## src/rtl/ipv_stream_scheduler_if.sv

```systemverilog
// Signal bundle between the IPV bit requesters, the shared popcount reducer and the VOV consumer.
// slave = the scheduler; master = everything around it.
interface ipv_stream_scheduler_if #(
    parameter int N = 4
) ();
    localparam int IDW = $clog2(N);

    logic [N-1:0]   req;
    logic [N-1:0]   src_bit;
    logic [N-1:0]   src_valid;
    logic [N-1:0]   gnt;
    logic           red_ipv;
    logic           red_valid;
    logic [3:0]     red_vov;
    logic           res_valid;
    logic [IDW-1:0] res_id;
    logic [3:0]     res_data;
    logic           res_err;
    logic           busy;

    modport slave (
        input  req, src_bit, src_valid, red_vov,
        output gnt, red_ipv, red_valid, res_valid, res_id, res_data, res_err, busy
    );

    modport master (
        output req, src_bit, src_valid, red_vov,
        input  gnt, red_ipv, red_valid, res_valid, res_id, res_data, res_err, busy
    );
endinterface

```

## src/rtl/ipv_stream_scheduler.sv

```systemverilog
// Round-robin scheduler sharing one K-bit IPV popcount reducer between N lanes, with id/err tag realignment.
// Optional idle-lane timeout padding: define IPVS_TIMEOUT_EN.
module ipv_stream_scheduler #(
    parameter int N         = 4,
    parameter int K         = 4,
    parameter int RED_LAT   = 5,
    parameter int TO_CYCLES = 16
) (
    input  logic                  clk,
    input  logic                  rst,
    ipv_stream_scheduler_if.slave bus
);
    localparam int IDW = $clog2(N);
    localparam int CW  = $clog2(K + 1);

    typedef enum logic {IDLE, STREAM} state_t;

    typedef struct packed {
        logic           vld;
        logic [IDW-1:0] id;
        logic           err;
    } tag_t;

    state_t         state;
    logic [IDW-1:0] sel;
    logic [IDW-1:0] rr_ptr;
    logic [IDW-1:0] pick;
    logic [CW-1:0]  bit_cnt;
    tag_t           tag_pipe [RED_LAT];
    logic           tag_busy;
    logic           valid_in;
    logic           bit_in;
    logic           acc;
    logic           last;
    logic           tag_err;
    logic           pad;

    // Requester closest to rr_ptr in circular order wins.
    always_comb begin
        int best;
        best = N;
        pick = '0;
        for (int j = 0; j < N; j++) begin
            if (bus.req[j] && ((j + N - int'(rr_ptr)) % N) < best) begin
                best = (j + N - int'(rr_ptr)) % N;
                pick = IDW'(j);
            end
        end
    end

    always_comb begin
        valid_in = bus.src_valid[sel];
        bit_in   = bus.src_bit[sel];
        if (pad) begin
            valid_in = 1'b1;
            bit_in   = 1'b0;
        end
        acc = (state == STREAM) && valid_in;
    end

    assign last          = acc && (bit_cnt == CW'(K - 1));
    assign bus.red_valid = acc;
    assign bus.red_ipv   = acc & bit_in;

    always_ff @(posedge clk or posedge rst) begin
        if (rst) begin
            state   <= IDLE;
            bus.gnt <= '0;
            sel     <= '0;
            rr_ptr  <= '0;
            bit_cnt <= '0;
        end else begin
            case (state)
                IDLE: begin
                    if (|bus.req) begin
                        bus.gnt <= N'(1) << pick;
                        sel     <= pick;
                        bit_cnt <= '0;
                        state   <= STREAM;
                    end
                end
                STREAM: begin
                    if (acc && bit_cnt != CW'(K))
                        bit_cnt <= bit_cnt + 1'b1;
                    // Dropping gnt here leaves exactly one bubble cycle in IDLE before the next group.
                    if (last) begin
                        bus.gnt <= '0;
                        rr_ptr  <= (sel == IDW'(N - 1)) ? '0 : sel + 1'b1;
                        state   <= IDLE;
                    end
                end
                default: state <= IDLE;
            endcase
        end
    end

`ifdef IPVS_TIMEOUT_EN
    localparam int TW = $clog2(TO_CYCLES + 1);

    logic [TW-1:0] idle_cnt;

    // Once padding starts the lane is ignored until the group completes.
    always_ff @(posedge clk or posedge rst) begin
        if (rst) begin
            idle_cnt <= '0;
            pad      <= 1'b0;
        end else if (state != STREAM) begin
            idle_cnt <= '0;
            pad      <= 1'b0;
        end else if (!pad) begin
            if (bus.src_valid[sel])
                idle_cnt <= '0;
            else if (idle_cnt == TW'(TO_CYCLES - 1))
                pad <= 1'b1;
            else
                idle_cnt <= idle_cnt + 1'b1;
        end
    end

    assign tag_err = pad;
`else
    logic unused_ok;

    assign pad         = 1'b0;
    assign tag_err     = 1'b0;
    assign bus.res_err = 1'b0;
    assign unused_ok   = (TO_CYCLES > 0) ^ tag_pipe[RED_LAT-1].err;
`endif

    // Tag leaves the pipe in the same cycle the reducer presents that group's count.
    always_ff @(posedge clk or posedge rst) begin
        if (rst) begin
            for (int i = 0; i < RED_LAT; i++)
                tag_pipe[i] <= '0;
            bus.res_valid <= 1'b0;
            bus.res_id    <= '0;
            bus.res_data  <= '0;
`ifdef IPVS_TIMEOUT_EN
            bus.res_err   <= 1'b0;
`endif
        end else begin
            tag_pipe[0] <= tag_t'({last, sel, tag_err});
            for (int i = 1; i < RED_LAT; i++)
                tag_pipe[i] <= tag_pipe[i-1];
            bus.res_valid <= tag_pipe[RED_LAT-1].vld;
            if (tag_pipe[RED_LAT-1].vld) begin
                bus.res_id   <= tag_pipe[RED_LAT-1].id;
                bus.res_data <= bus.red_vov;
`ifdef IPVS_TIMEOUT_EN
                bus.res_err  <= tag_pipe[RED_LAT-1].err;
`endif
            end
        end
    end

    always_comb begin
        tag_busy = 1'b0;
        for (int i = 0; i < RED_LAT; i++)
            tag_busy |= tag_pipe[i].vld;
    end

    assign bus.busy = (state == STREAM) | tag_busy;
endmodule

```

## src/flat_wrapper.sv

```systemverilog
// flat-port wrapper written by rule: the top's interface ports become plain ports
module ipv_stream_scheduler_flat 
#(
    parameter int N         = 4,
    parameter int K         = 4,
    parameter int RED_LAT   = 5,
    parameter int TO_CYCLES = 16
)
  (clk, rst, bus_req, bus_src_bit, bus_src_valid, bus_red_vov, bus_gnt, bus_red_ipv, bus_red_valid, bus_res_valid, bus_res_id, bus_res_data, bus_res_err, bus_busy);
  ipv_stream_scheduler_if #(.N(N)) bus_i ();
  input  logic clk;
  input  logic rst;
  input wire logic [$bits(bus_i.req)-1:0] bus_req;
  input wire logic [$bits(bus_i.src_bit)-1:0] bus_src_bit;
  input wire logic [$bits(bus_i.src_valid)-1:0] bus_src_valid;
  input wire logic [$bits(bus_i.red_vov)-1:0] bus_red_vov;
  output wire logic [$bits(bus_i.gnt)-1:0] bus_gnt;
  output wire logic [$bits(bus_i.red_ipv)-1:0] bus_red_ipv;
  output wire logic [$bits(bus_i.red_valid)-1:0] bus_red_valid;
  output wire logic [$bits(bus_i.res_valid)-1:0] bus_res_valid;
  output wire logic [$bits(bus_i.res_id)-1:0] bus_res_id;
  output wire logic [$bits(bus_i.res_data)-1:0] bus_res_data;
  output wire logic [$bits(bus_i.res_err)-1:0] bus_res_err;
  output wire logic [$bits(bus_i.busy)-1:0] bus_busy;
  assign bus_i.req = bus_req;
  assign bus_i.src_bit = bus_src_bit;
  assign bus_i.src_valid = bus_src_valid;
  assign bus_i.red_vov = bus_red_vov;
  assign bus_gnt = bus_i.gnt;
  assign bus_red_ipv = bus_i.red_ipv;
  assign bus_red_valid = bus_i.red_valid;
  assign bus_res_valid = bus_i.res_valid;
  assign bus_res_id = bus_i.res_id;
  assign bus_res_data = bus_i.res_data;
  assign bus_res_err = bus_i.res_err;
  assign bus_busy = bus_i.busy;
  ipv_stream_scheduler #(.N(N), .K(K), .RED_LAT(RED_LAT), .TO_CYCLES(TO_CYCLES)) u_core (.clk(clk), .rst(rst), .bus(bus_i));
endmodule
```

## config.mk

```make
export PLATFORM = sky130hd
export DESIGN_NAME = ipv_stream_scheduler_flat
export DESIGN_NICKNAME = d
export VERILOG_FILES = /design/src/rtl/ipv_stream_scheduler_if.sv /design/src/rtl/ipv_stream_scheduler.sv /design/src/flat_wrapper.sv
export SDC_FILE = /design/constraint.sdc
export NUM_CORES = 1
export LEC_CHECK = 0
export CORE_ASPECT_RATIO = 0.5
export CORE_MARGIN = 4
export CORE_UTILIZATION = 52
export CTS_BUF_LIST = sky130_fd_sc_hd__clkbuf_8
export DETAILED_ROUTE_END_ITERATION = 12
export GPL_ROUTABILITY_DRIVEN = 0
export PLACE_DENSITY = 0.82
export SYNTH_ARGS = -nofsm -noshare
export SYNTH_HDL_FRONTEND = slang
export SYNTH_SLANG_ARGS = --single-unit
```

## constraint.sdc

```tcl
create_clock -name clk -period 3.3 [get_ports clk]
set_input_delay 0.33 -clock clk [delete_from_list [all_inputs] [get_ports clk]]
set_output_delay 0.33 -clock clk [all_outputs]
set_load 0.02 [all_outputs]
```

==> metrics.md, run 1 <==
| Metric | Value |
|---|---|
| Worst Hold Class | `register to register` |
| Layout Cells excl Fill | `199` |
| Setup tns final | `0 ns` |
| Routed wire length | `2920 µm` |
| Fin worst setup slack | `0.277 ns` |
| Worst r2r src | `u_core.rr_ptr[1]` |
| Maxcap violations | `0` |
| Most frequent cells in the layout | `dfrtp_1, clkdlybuf4s50_1, inv_1` |
| Met1 Usage GRT | `21.1%` |
| Peak supply drop | `458 µV` |
| Crit path arrival time | `3.19 ns` |
| Post-synth EDFFs | `0` |
| M2 GR Usage | `28.8%` |
| Final Hold Vio Count | `0` |
| # rows | `13` |
| Max-slew violation count | `0` |
| H-tree depth reported by CTS | `2` |
| Required @ worst endpoint | `3.47 ns` |
| Hold Crit Start | `u_core.tag_pipe[18]` |
| Area delta synth->final | `33.8%` |
| Final Skew | `0.00446 ns` |
| Outcome | `completed` |
| Ys flop type | `dfrtp_1` |
| Distinct cell type count after synthesis | `46` |
| Achievable Freq | `0.331 GHz` |
| Register-to-register path setup slack | `0.29 ns` |
| CP startpoint kind | `input pin` |
| Crit end category | `register` |
| Gr ovfl total | `0` |
| Vias in the first global route | `1015` |
| Post-layout min period | `3.02 ns` |
| Ant. Diodes | `0` |
| Fin nets | `185` |
| Pin count of the biggest net entering global routing | `35` |
| Hold Path End | `u_core.tag_pipe[14]` |
| Mapped Area | `1520 µm²` |
| Die Area | `3890 µm²` |
| CTS tree | `done` |
| Initial antenna violation count | `0` |
| Mapped Cells | `122` |
| Worst Max-Slew Pin Slew | `0.519 ns` |
| Setup violations, final | `0` |
| Leakage | `0.903 nW` |
| Pre-CTS worst setup slack | `-0.0231 ns` |
| Top Usage Layer GRT | `met2` |
| Initial Util | `56.5%` |
| Worst r2r path cells | `13` |
| Chip width | `84.3 µm` |
| Post-DR vias/cell | `5.25` |
| Worst r2r dst | `u_core.bus.gnt[1]` |
| CTS Hold Bufs | `0` |
| CTS Root Cell | `clkbuf_8` |
| Crit path max fanout | `5` |
| Final ANT Viol Nets | `0` |
| Number of synthesized register bits | `34` |
| Tot GR Track Use | `17.2%` |
| Worst hold path stage count | `0` |
| DR iter-0 viols | `55` |
| Core area | `2680 µm²` |
| Placed cells | `191` |
| IO Pins | `33` |
| Max transition margin | `65.0%` |
| Port buffer count | `31` |
| Routed wire length per instance | `14.7 µm` |
| CTS clk-pin slew, worst paths | `0.07 ns` |
| Setup repair after global routing missed its margin | `false` |
| Drt drc | `0` |
| Pwr dens | `989 nW/µm²` |
| Clock Latency Late Sink | `0.29 ns` |
| Via count | `1044` |
| Syn Nets | `146` |
| Sink Count | `34` |
| Pre-antenna DRT Iters | `4` |
| CTS Buffer Depth | `2` |
| DP HPWL | `2110 µm` |
| First-pass GRT wire length | `4950 µm` |
| Layout cells sized above 1 | `19.1%` |
| Chip height | `46.2 µm` |
| Async SR Flop Fraction | `100%` |
| Mapped Avg Cell Area | `12.4 µm²` |
| Worst setup path category | `input pin to register` |
| Num CTS Buffers | `5` |
| Most common cell after layout, fill and taps aside | `dfrtp_1` |
| Sequential share of the synthesized area | `56.2%` |
| Final period util | `91.6%` |
| Synth Warn # | `0` |
| Met3 global-route usage | `5.18%` |
[critical path: stages]
cell and delay, ns:
clkdlybuf4s50_1 0.54, inv_1 0.09, mux2i_1 0.13, a21oi_1 0.10
ha_1 0.30, o22ai_1 0.07, o21ai_1 0.21, nor2_1 0.09
a21o_1 0.17, ha_1 0.26, or3b_2 0.43, o311ai_0 0.15
nand3b_1 0.22, o21ai_0 0.10
[per-stage QoR]
step	hold slack (ns)	instance area (µm²)	utilization (%)	total power, mW
floorplan	0.331	1520	-	1.24
global placement	0.332	1890	70.3	1.51
detailed placement	0.336	1890	70.3	1.55
CTS	0.349	2030	75.5	2.02
global route	0.350	2030	75.5	2.14
finish	0.352	2030	75.5	2.00
[synthesized netlist by cell type, drive strengths merged, types with 2 or more instances]
cell type / count / area [µm²]
inv: 10 / 37.5
nand2: 6 / 22.5
mux2i: 2 / 20.0
nor4: 2 / 12.5
a31o: 2 / 17.5
and2: 2 / 13.8
o31ai: 2 / 15.0
nor2: 5 / 18.8
a21oi: 4 / 20.0
o21ai: 6 / 30.0
nand2b: 2 / 12.5
nor2b: 2 / 20.0
ha: 6 / 75.1
mux2: 8 / 97.6
dfrtp: 34 / 851
buf: 3 / 17.5
nand3: 4 / 20.0
[power by group]
group	switching [mW]	internal (mW)	total (mW)
registers	0.123	0.591	0.714
logic	0.397	0.430	0.827
clock network	0.161	0.303	0.464
[final cells by class]
cell class | count | area (µm²)
Clock inverter | 3 | 68.8
Fill cell | 186 | 657
Clock buffer | 5 | 68.8
Tap cell | 37 | 46.3
Sequential cell | 34 | 852
Timing Repair Buffer | 36 | 348
Inverter | 10 | 37.5
Multi-Input combinational cell | 74 | 606
[flip-flops by register name, summed over array words and instances (netlist names)]
signal and count:
u_core.bit_cnt 3, u_core.bus.gnt 4, u_core.bus.res_data 4, u_core.bus.res_id 2, u_core.bus.res_valid 1, u_core.rr_ptr 2
u_core.sel 2, u_core.state 1, u_core.tag_pipe 15
[worst max-delay path by stage]
stage	cells past startpoint	end	slack [ns]	from
after floorplan	13	u_core.bus.gnt[0]	0.48	u_core.rr_ptr[1]
after global placement	14	u_core.bus.gnt[0]	0.13	bus_req[1]
after detailed placement	14	u_core.bus.gnt[1]	-0.02	bus_req[1]
after CTS	13	u_core.bus.gnt[1]	0.25	u_core.rr_ptr[0]
after global routing	13	u_core.bus.gnt[1]	0.03	u_core.rr_ptr[1]
final	14	u_core.bus.gnt[1]	0.28	bus_req[1]
[kinds of logic after synthesis]
logic type,Yosys count,synth area share (%)
xor gates and xnor gates,1,0.578
DFF,34,56.2
other,1,0.247
adders and majority gates,6,4.95
muxes,11,9.50
buffers and inverters,14,3.88
AOI/OAI and AO/OA,24,13.0
and+or+nand+nor,31,11.6
[repair_timing]
| action | in CTS | in global routing |
|---|---|---|
| setup buffers | 0 | 0 |
| setup endpoints to repair | 0 | 2 |
| resized for setup | 0 | 1 |
[routing by layer]
metal	wire [µm]	vias to the layer above	share of wire (%)
li1	-	510	-
met1	1330	495	45
met2	1350	35	46
met3	208	4	7.1
met4	34	0	1.2
met5	0	-	0
Power figures use the tool's default switching activity.
==> run 2, diff against run 1 <==
--- a/config.mk
+++ b/config.mk
@@ -7,11 +7,10 @@
 export LEC_CHECK = 0
 export CORE_ASPECT_RATIO = 0.5
 export CORE_MARGIN = 4
-export CORE_UTILIZATION = 52
+export CORE_UTILIZATION = 30
 export CTS_BUF_LIST = sky130_fd_sc_hd__clkbuf_8
 export DETAILED_ROUTE_END_ITERATION = 12
 export GPL_ROUTABILITY_DRIVEN = 0
-export PLACE_DENSITY = 0.82
 export SYNTH_ARGS = -nofsm -noshare
 export SYNTH_HDL_FRONTEND = slang
 export SYNTH_SLANG_ARGS = --single-unit
==> metrics.md, run 2 (synthesis gave the netlist of run 1 again) <==
| Metric | Value |
|---|---|
| Outcome | `completed` |
| # rows | `17 (+4)` |
| DP HPWL | `2170 µm (+3.2%)` |
| Multi-input gate area | `606 µm² (unchanged)` |
| Hold Crit Start | `u_core.tag_pipe[5]` |
| Final Skew | `0.00306 ns (-0.00140 ns)` |
| Worst r2r path cells | `13 (unchanged)` |
| Fin nets | `186 (+0.54%)` |
| Core area | `4640 µm² (+73%)` |
| Initial antenna violation count | `0 (unchanged)` |
| Pre-antenna DRT Iters | `4 (unchanged)` |
| Drt drc | `0 (unchanged)` |
| Die Area | `6320 µm² (+62%)` |
| Chip height | `58.3 µm (+26%)` |
| FF+latch area | `851 µm² (-0.15%)` |
| Met3 routed WL | `166 µm (-20%)` |
| Vias in the first global route | `1054 (+3.8%)` |
| Top Registers | `u_core.tag_pipe x15, u_core.bus.gnt x4, u_core.bus.res_data x4` |
| Tot GR Track Use | `9.73% (-7.5 points)` |
| Required @ worst endpoint | `3.45 ns (-0.02 ns)` |
| CTS clk-pin slew, worst paths | `0.06 ns (about the same)` |
| Switching Fraction | `33.8% (-0.20 points)` |
| Peak supply drop | `333 µV (-27%)` |
| Crit path arrival time | `3.17 ns (-0.02 ns)` |
| Max layer used | `met4` |
| Layout cells sized above 1 | `18.5% (-0.62 points)` |
| Max-slew violation count | `0 (unchanged)` |
| Met2 wire len | `1370 µm (+1.6%)` |
| Most common cell after layout, fill and taps aside | `dfrtp_1` |
| Clk pwr share | `19.9% (-3.2 points)` |
| Sequential fraction of design power | `37.1% (+1.5 points)` |
| Post_cts resized | `0 (unchanged)` |
| Worst setup path category | `register to register` |
| Ant. Diodes | `0 (unchanged)` |
| Setup violations, final | `0 (unchanged)` |
| Slowest CP cell | `dfrtp_1` |
| IO Pins | `33 (unchanged)` |
| Pwr dens | `934 nW/µm² (-5.6%)` |
| Maxcap violations | `0 (unchanged)` |
| Combinational share of power | `43.0% (+1.7 points)` |
| Final ANT Viol Nets | `0 (unchanged)` |
| Routed wire length per instance | `12.6 µm (-14%)` |
| Max transition margin | `66.7% (+1.7 points)` |
| Final Hold Vio Count | `0 (unchanged)` |
| Gr ovfl total | `0 (unchanged)` |
| CP startpoint kind | `register` |
| Largest register FFs | `15 (unchanged)` |
| # fillers | `439 (+140%)` |
| Final period util | `91.3% (-0.28 points)` |
| Chip width | `109 µm (+29%)` |
| Port buffer count | `31 (unchanged)` |
| Leakage | `0.899 nW (-0.48%)` |
| H-tree depth reported by CTS | `2 (unchanged)` |
| Setup tns final | `0 ns (unchanged)` |
| Worst Max-Slew Pin Slew | `0.493 ns (-0.0257 ns)` |
| Pin count of the biggest net entering global routing | `35 (unchanged)` |
| Achievable Freq | `0.332 GHz (+0.31%)` |
| Register-to-register path setup slack | `0.29 ns (about the same)` |
| CP dominant cell by count | `ha_1` |
| Worst r2r src | `u_core.rr_ptr[1]` |
| Setup repair after global routing missed its margin | `false` |
| Crit-path cells | `nand2b_1 > nor3b_1 > a21oi_1 > ha_1 > o22ai_1 > o21ai_1 > nor2_1 > a21o_1 > ha_1 > or3b_2 > o311ai_0 > nand3b_1 > o21ai_0` |
| Crit path max fanout | `6 (+1)` |
| DR iter-0 viols | `36 (-35%)` |
| Via count | `1072 (+2.7%)` |
| Post-CTS setup buffer count | `0 (unchanged)` |
| Switching power total | `645 µW (-5.3%)` |
| CTS Hold Bufs | `0 (unchanged)` |
| Worst r2r dst | `u_core.bus.gnt[0]` |
| Hold Path End | `u_core.tag_pipe[1]` |
| Hold WS | `0.349 ns (-0.00306 ns)` |
| Max incr delay on CP | `0.45 ns (-0.09 ns)` |
| Worst hold path stage count | `0 (unchanged)` |
| Post-Route M1 WL | `1330 µm (+0.23%)` |
| Post-layout min period | `3.01 ns (-0.00922 ns)` |
| CTS tree | `done` |
| Pint | `1.26 mW (-4.5%)` |
| Num CTS Buffers | `5 (unchanged)` |
| CTS Root Cell | `clkbuf_8` |
| Initial Util | `32.7% (-24 points)` |
| Area delta synth->final | `34.9%` |
| Worst Hold Class | `register to register` |
| Routed wire length | `2880 µm (-1.4%)` |
| Most flop-heavy register | `u_core.tag_pipe` |
| Post-DR vias/cell | `4.70 (-10%)` |
| Sink Count | `34 (unchanged)` |
| First-pass GRT wire length | `4730 µm (-4.3%)` |
| Clock Latency Late Sink | `0.28 ns (about the same)` |
| Most frequent cells in the layout | `dfrtp_1, clkdlybuf4s50_1, inv_1` |
| CTS Buffer Depth | `2 (unchanged)` |
| Crit end category | `register` |
run 2: changes by cell type in the layout (fill, tap and decap cells not counted):
cell       delta
bufinv_16     -1
dfrtp_2       -1
clkinv_4      -1
clkbuf_8      +1
buf_4         +1
dfrtp_1       +1
run 2: power groups by stage:
stage	logic (mW)	clock network, mW	registers (mW)
after floorplan	0.487	0	0.750
after global routing	0.901	0.417	0.736
final	0.822	0.380	0.707
after global placement	0.810	0	0.710
after detailed placement	0.828	0	0.718
after CTS	0.833	0.392	0.710
run 2: worst max path at each step:
stage,from,to,slack [ns],depth (start not counted)
finish,u_core.rr_ptr[1],u_core.bus.gnt[0],0.29,13
global route,u_core.rr_ptr[1],u_core.bus.gnt[1],0.003,13
CTS,u_core.rr_ptr[1],u_core.bus.gnt[0],0.27,13
detailed placement,bus_req[0],u_core.bus.gnt[0],0.06,13
global placement,bus_req[1],u_core.bus.gnt[0],0.15,14
floorplan,u_core.rr_ptr[1],u_core.bus.gnt[0],0.48,13
run 2: worst max-delay path: cells and delay by family, from the launching register on:
family	cells	cell delay, ns
simple gates	5	1.12
flops	1	0.45
compound gates	6	0.76
fa+ha+maj	2	0.57
run 2: layout make-up:
| class | count | share of cell area [%] |
|---|---|---|
| clock buffers | 6 | 4.04 |
| well taps | 66 | 4.04 |
| inverters | 10 | 1.84 |
| flip-flops and latches | 34 | 41.6 |
| repair buffers | 37 | 17.4 |
| multi-input cells | 74 | 29.6 |
| clock inverters | 1 | 1.47 |
run 2: metal layers:
layer | GRT usage, % | vias up
met5 | 0 | -
li1 | - | 510
met1 | 12.5 | 528
met4 | 4.32 | 0
met2 | 15.1 | 32
met3 | 3.11 | 2
run 2: per-stage QoR:
stage	power, mW	util, %	setup WS [ns]	cells	cell area (µm²)
3_5_place_dp	1.55	41.7	0.0631	221	1930
2_1_floorplan	1.24	-	0.485	122	1520
4_1_cts	1.94	44.1	0.270	228	2040
5_1_grt	2.05	44.1	0.00268	228	2040
6_report	1.91	44.1	0.286	228	2040
3_3_place_gp	1.52	41.7	0.147	221	1930
==> run 3, diff against run 2 <==
--- a/config.mk
+++ b/config.mk
@@ -6,7 +6,7 @@
 export NUM_CORES = 1
 export LEC_CHECK = 0
 export CORE_ASPECT_RATIO = 0.5
-export CORE_MARGIN = 4
+export CORE_MARGIN = 1
 export CORE_UTILIZATION = 30
 export CTS_BUF_LIST = sky130_fd_sc_hd__clkbuf_8
 export DETAILED_ROUTE_END_ITERATION = 12
==> constraint.sdc (replaced) <==
create_clock -name clk -period 2.6 [get_ports clk]
set_input_delay 0.26 -clock clk [delete_from_list [all_inputs] [get_ports clk]]
set_output_delay 0.26 -clock clk [all_outputs]
set_load 0.02 [all_outputs]
==> metrics.md, run 3 (synthesis gave the netlist of run 1 again) <==
| Metric | Value |
|---|---|
| Final period util | `102% (+11 points)` |
| Initial antenna violation count | `0 (unchanged)` |
| Pin count of the biggest net entering global routing | `35 (unchanged)` |
| Clock Latency Late Sink | `0.29 ns (about the same)` |
| Num CTS Buffers | `5 (unchanged)` |
| # rows | `17 (unchanged)` |
| Pre-CTS worst setup slack | `-0.408 ns (-0.471 ns)` |
| Fin worst setup slack | `-0.0532 ns (-0.339 ns)` |
| Required @ worst endpoint | `2.81 ns (-0.64 ns)` |
| Port buffer count | `31 (unchanged)` |
| Worst r2r dst | `u_core.sel[0]` |
| Largest register FFs | `15 (unchanged)` |
| Routed wire length per instance | `11.9 µm (-5.5%)` |
| Core area | `4620 µm² (-0.46%)` |
| Sink Count | `34 (unchanged)` |
| IO Pins | `33 (unchanged)` |
| Fin nets | `190 (+2.2%)` |
| Crit path max fanout | `3 (-3)` |
| Crit path from | `u_core.rr_ptr[1]` |
| CTS clk-pin slew, worst paths | `0.07 ns (about the same)` |
| Area delta synth->final | `42.3%` |
| Tot GR Track Use | `11.9% (+2.2 points)` |
| Outcome | `finished with violations` |
| Peak supply drop | `396 µV (+19%)` |
| Max-slew violation count | `0 (unchanged)` |
| CTS Hold Bufs | `0 (unchanged)` |
| Most common cell after layout, fill and taps aside | `dfrtp_1` |
| Chip height | `52.3 µm (-10%)` |
| Pre-antenna DRT Iters | `4 (unchanged)` |
| Initial Util | `32.8% (+0.15 points)` |
| Final ANT Viol Nets | `0 (unchanged)` |
| Setup repair after global routing missed its margin | `true` |
| Chip width | `103 µm (-5.5%)` |
| First-pass GRT wire length | `4580 µm (-3.2%)` |
| Crit path arrival time | `2.86 ns (-0.31 ns)` |
| Achievable Freq | `0.377 GHz (+14%)` |
| Most frequent cells in the layout | `dfrtp_1, clkdlybuf4s50_1, buf_4, inv_1` |
| Final Skew | `0.00751 ns (+0.00445 ns)` |
| CTS Root Cell | `clkbuf_8` |
| Leakage | `0.949 nW (+5.6%)` |
| Worst r2r src | `u_core.rr_ptr[1]` |
| Vias in the first global route | `1059 (+0.47%)` |
| Gr ovfl total | `0 (unchanged)` |
| Worst r2r path cells | `14 (+1)` |
| CP startpoint kind | `register` |
| Worst Hold Class | `register to register` |
| Ant. Diodes | `0 (unchanged)` |
| Setup tns final | `-0.146 ns (-0.146 ns)` |
| CP Capture Point | `u_core.sel[0]` |
| Post-layout min period | `2.65 ns (-0.361 ns)` |
| Worst setup path category | `register to register` |
| DR iter-0 viols | `30 (-17%)` |
| Drt drc | `0 (unchanged)` |
| Layout cells sized above 1 | `25.1% (+6.6 points)` |
| Via count | `1068 (-0.37%)` |
| Most flop-heavy register | `u_core.tag_pipe` |
| H-tree depth reported by CTS | `2 (unchanged)` |
| Pwr dens | `1220 nW/µm² (+31%)` |
| Crit end category | `register` |
| CTS Buffer Depth | `2 (unchanged)` |
| Failing checks | `setup timing` |
| # fillers | `436 (-0.68%)` |
| Final Hold Vio Count | `0 (unchanged)` |
| Register-to-register path setup slack | `-0.05 ns (-0.34 ns)` |
| Maxcap violations | `0 (unchanged)` |
| Setup violations, final | `5 (+5)` |
| Top Registers | `u_core.tag_pipe x15, u_core.bus.gnt x4, u_core.bus.res_data x4` |
| Hold Crit Start | `u_core.tag_pipe[17]` |
| DP HPWL | `2030 µm (-6.4%)` |
| Routed wire length | `2780 µm (-3.4%)` |
| CTS tree | `done` |
| Post-DR vias/cell | `4.58 (-2.5%)` |
| Die Area | `5360 µm² (-15%)` |
## run 3: final cells by class
class / count / area (µm²) / area share, %
Clock buffer: 6 / 82.6 / 3.83
Clock inverter: 2 / 60.1 / 2.79
Inverter: 10 / 37.5 / 1.74
Multi-Input combinational cell: 74 / 658 / 30.5
Sequential cell: 34 / 852 / 39.5
Tap cell: 66 / 82.6 / 3.83
Timing Repair Buffer: 41 / 383 / 17.8
## run 3: worst min-delay path by stage
stage / end / slack, ns / cells past startpoint
after detailed placement: u_core.tag_pipe[13] / 0.34 / 0
after floorplan: u_core.tag_pipe[10] / 0.33 / 0
after global placement: u_core.tag_pipe[13] / 0.33 / 0
final: u_core.tag_pipe[13] / 0.35 / 0
after CTS: u_core.tag_pipe[13] / 0.35 / 0
after global routing: u_core.tag_pipe[13] / 0.36 / 0
## run 3: timing repair
action,CTS,global route
endpoints found under the hold margin,0,0
setup endpoints to repair,5,6
buffers inserted,1,1
pin swaps,2,2
resized for setup,4,2
## run 3: metrics by stage
step                      cells  hold WS [ns]  util [%]  area (µm²)  total power, mW
final                       233         0.346      46.7        2160             2.63
after global routing        233         0.358      46.7        2160             2.81
after floorplan             122         0.331         -        1550             1.62
after detailed placement    223         0.336      43.0        1980             2.02
after global placement      223         0.331      43.0        1980             1.99
after CTS                   232         0.345      46.3        2140             2.64
## run 3: report_power, final
| part | total [mW] | switching (mW) | leakage, nW | internal (mW) |
|---|---|---|---|---|
| sequential | 0.895 | 0.145 | 0.408 | 0.750 |
| combinational | 1.14 | 0.529 | 0.470 | 0.609 |
| clock | 0.600 | 0.192 | 0.0714 | 0.409 |
| total | 2.63 | 0.866 | 0.949 | 1.77 |
## run 3: metal layers
metal	vias up	global-route usage, %	share of wire [%]
li1	515	-	-
met1	514	14.2	48
met2	31	18.9	45
met3	8	3.87	5.5
met4	0	7.38	2.2
met5	-	0	0
## run 3: critical path: stages, from the launching register on
cell and delay [ns]:
dfrtp_1 0.39, nand2b_4 0.16, nor3b_4 0.17, a21oi_2 0.06, ha_1 0.29, o22ai_1 0.09
o21ai_2 0.16, nor2_1 0.06, a21o_1 0.15, ha_1 0.26, or3b_4 0.39, o311ai_4 0.07
buf_4 0.16, a31oi_2 0.04, a21oi_1 0.13
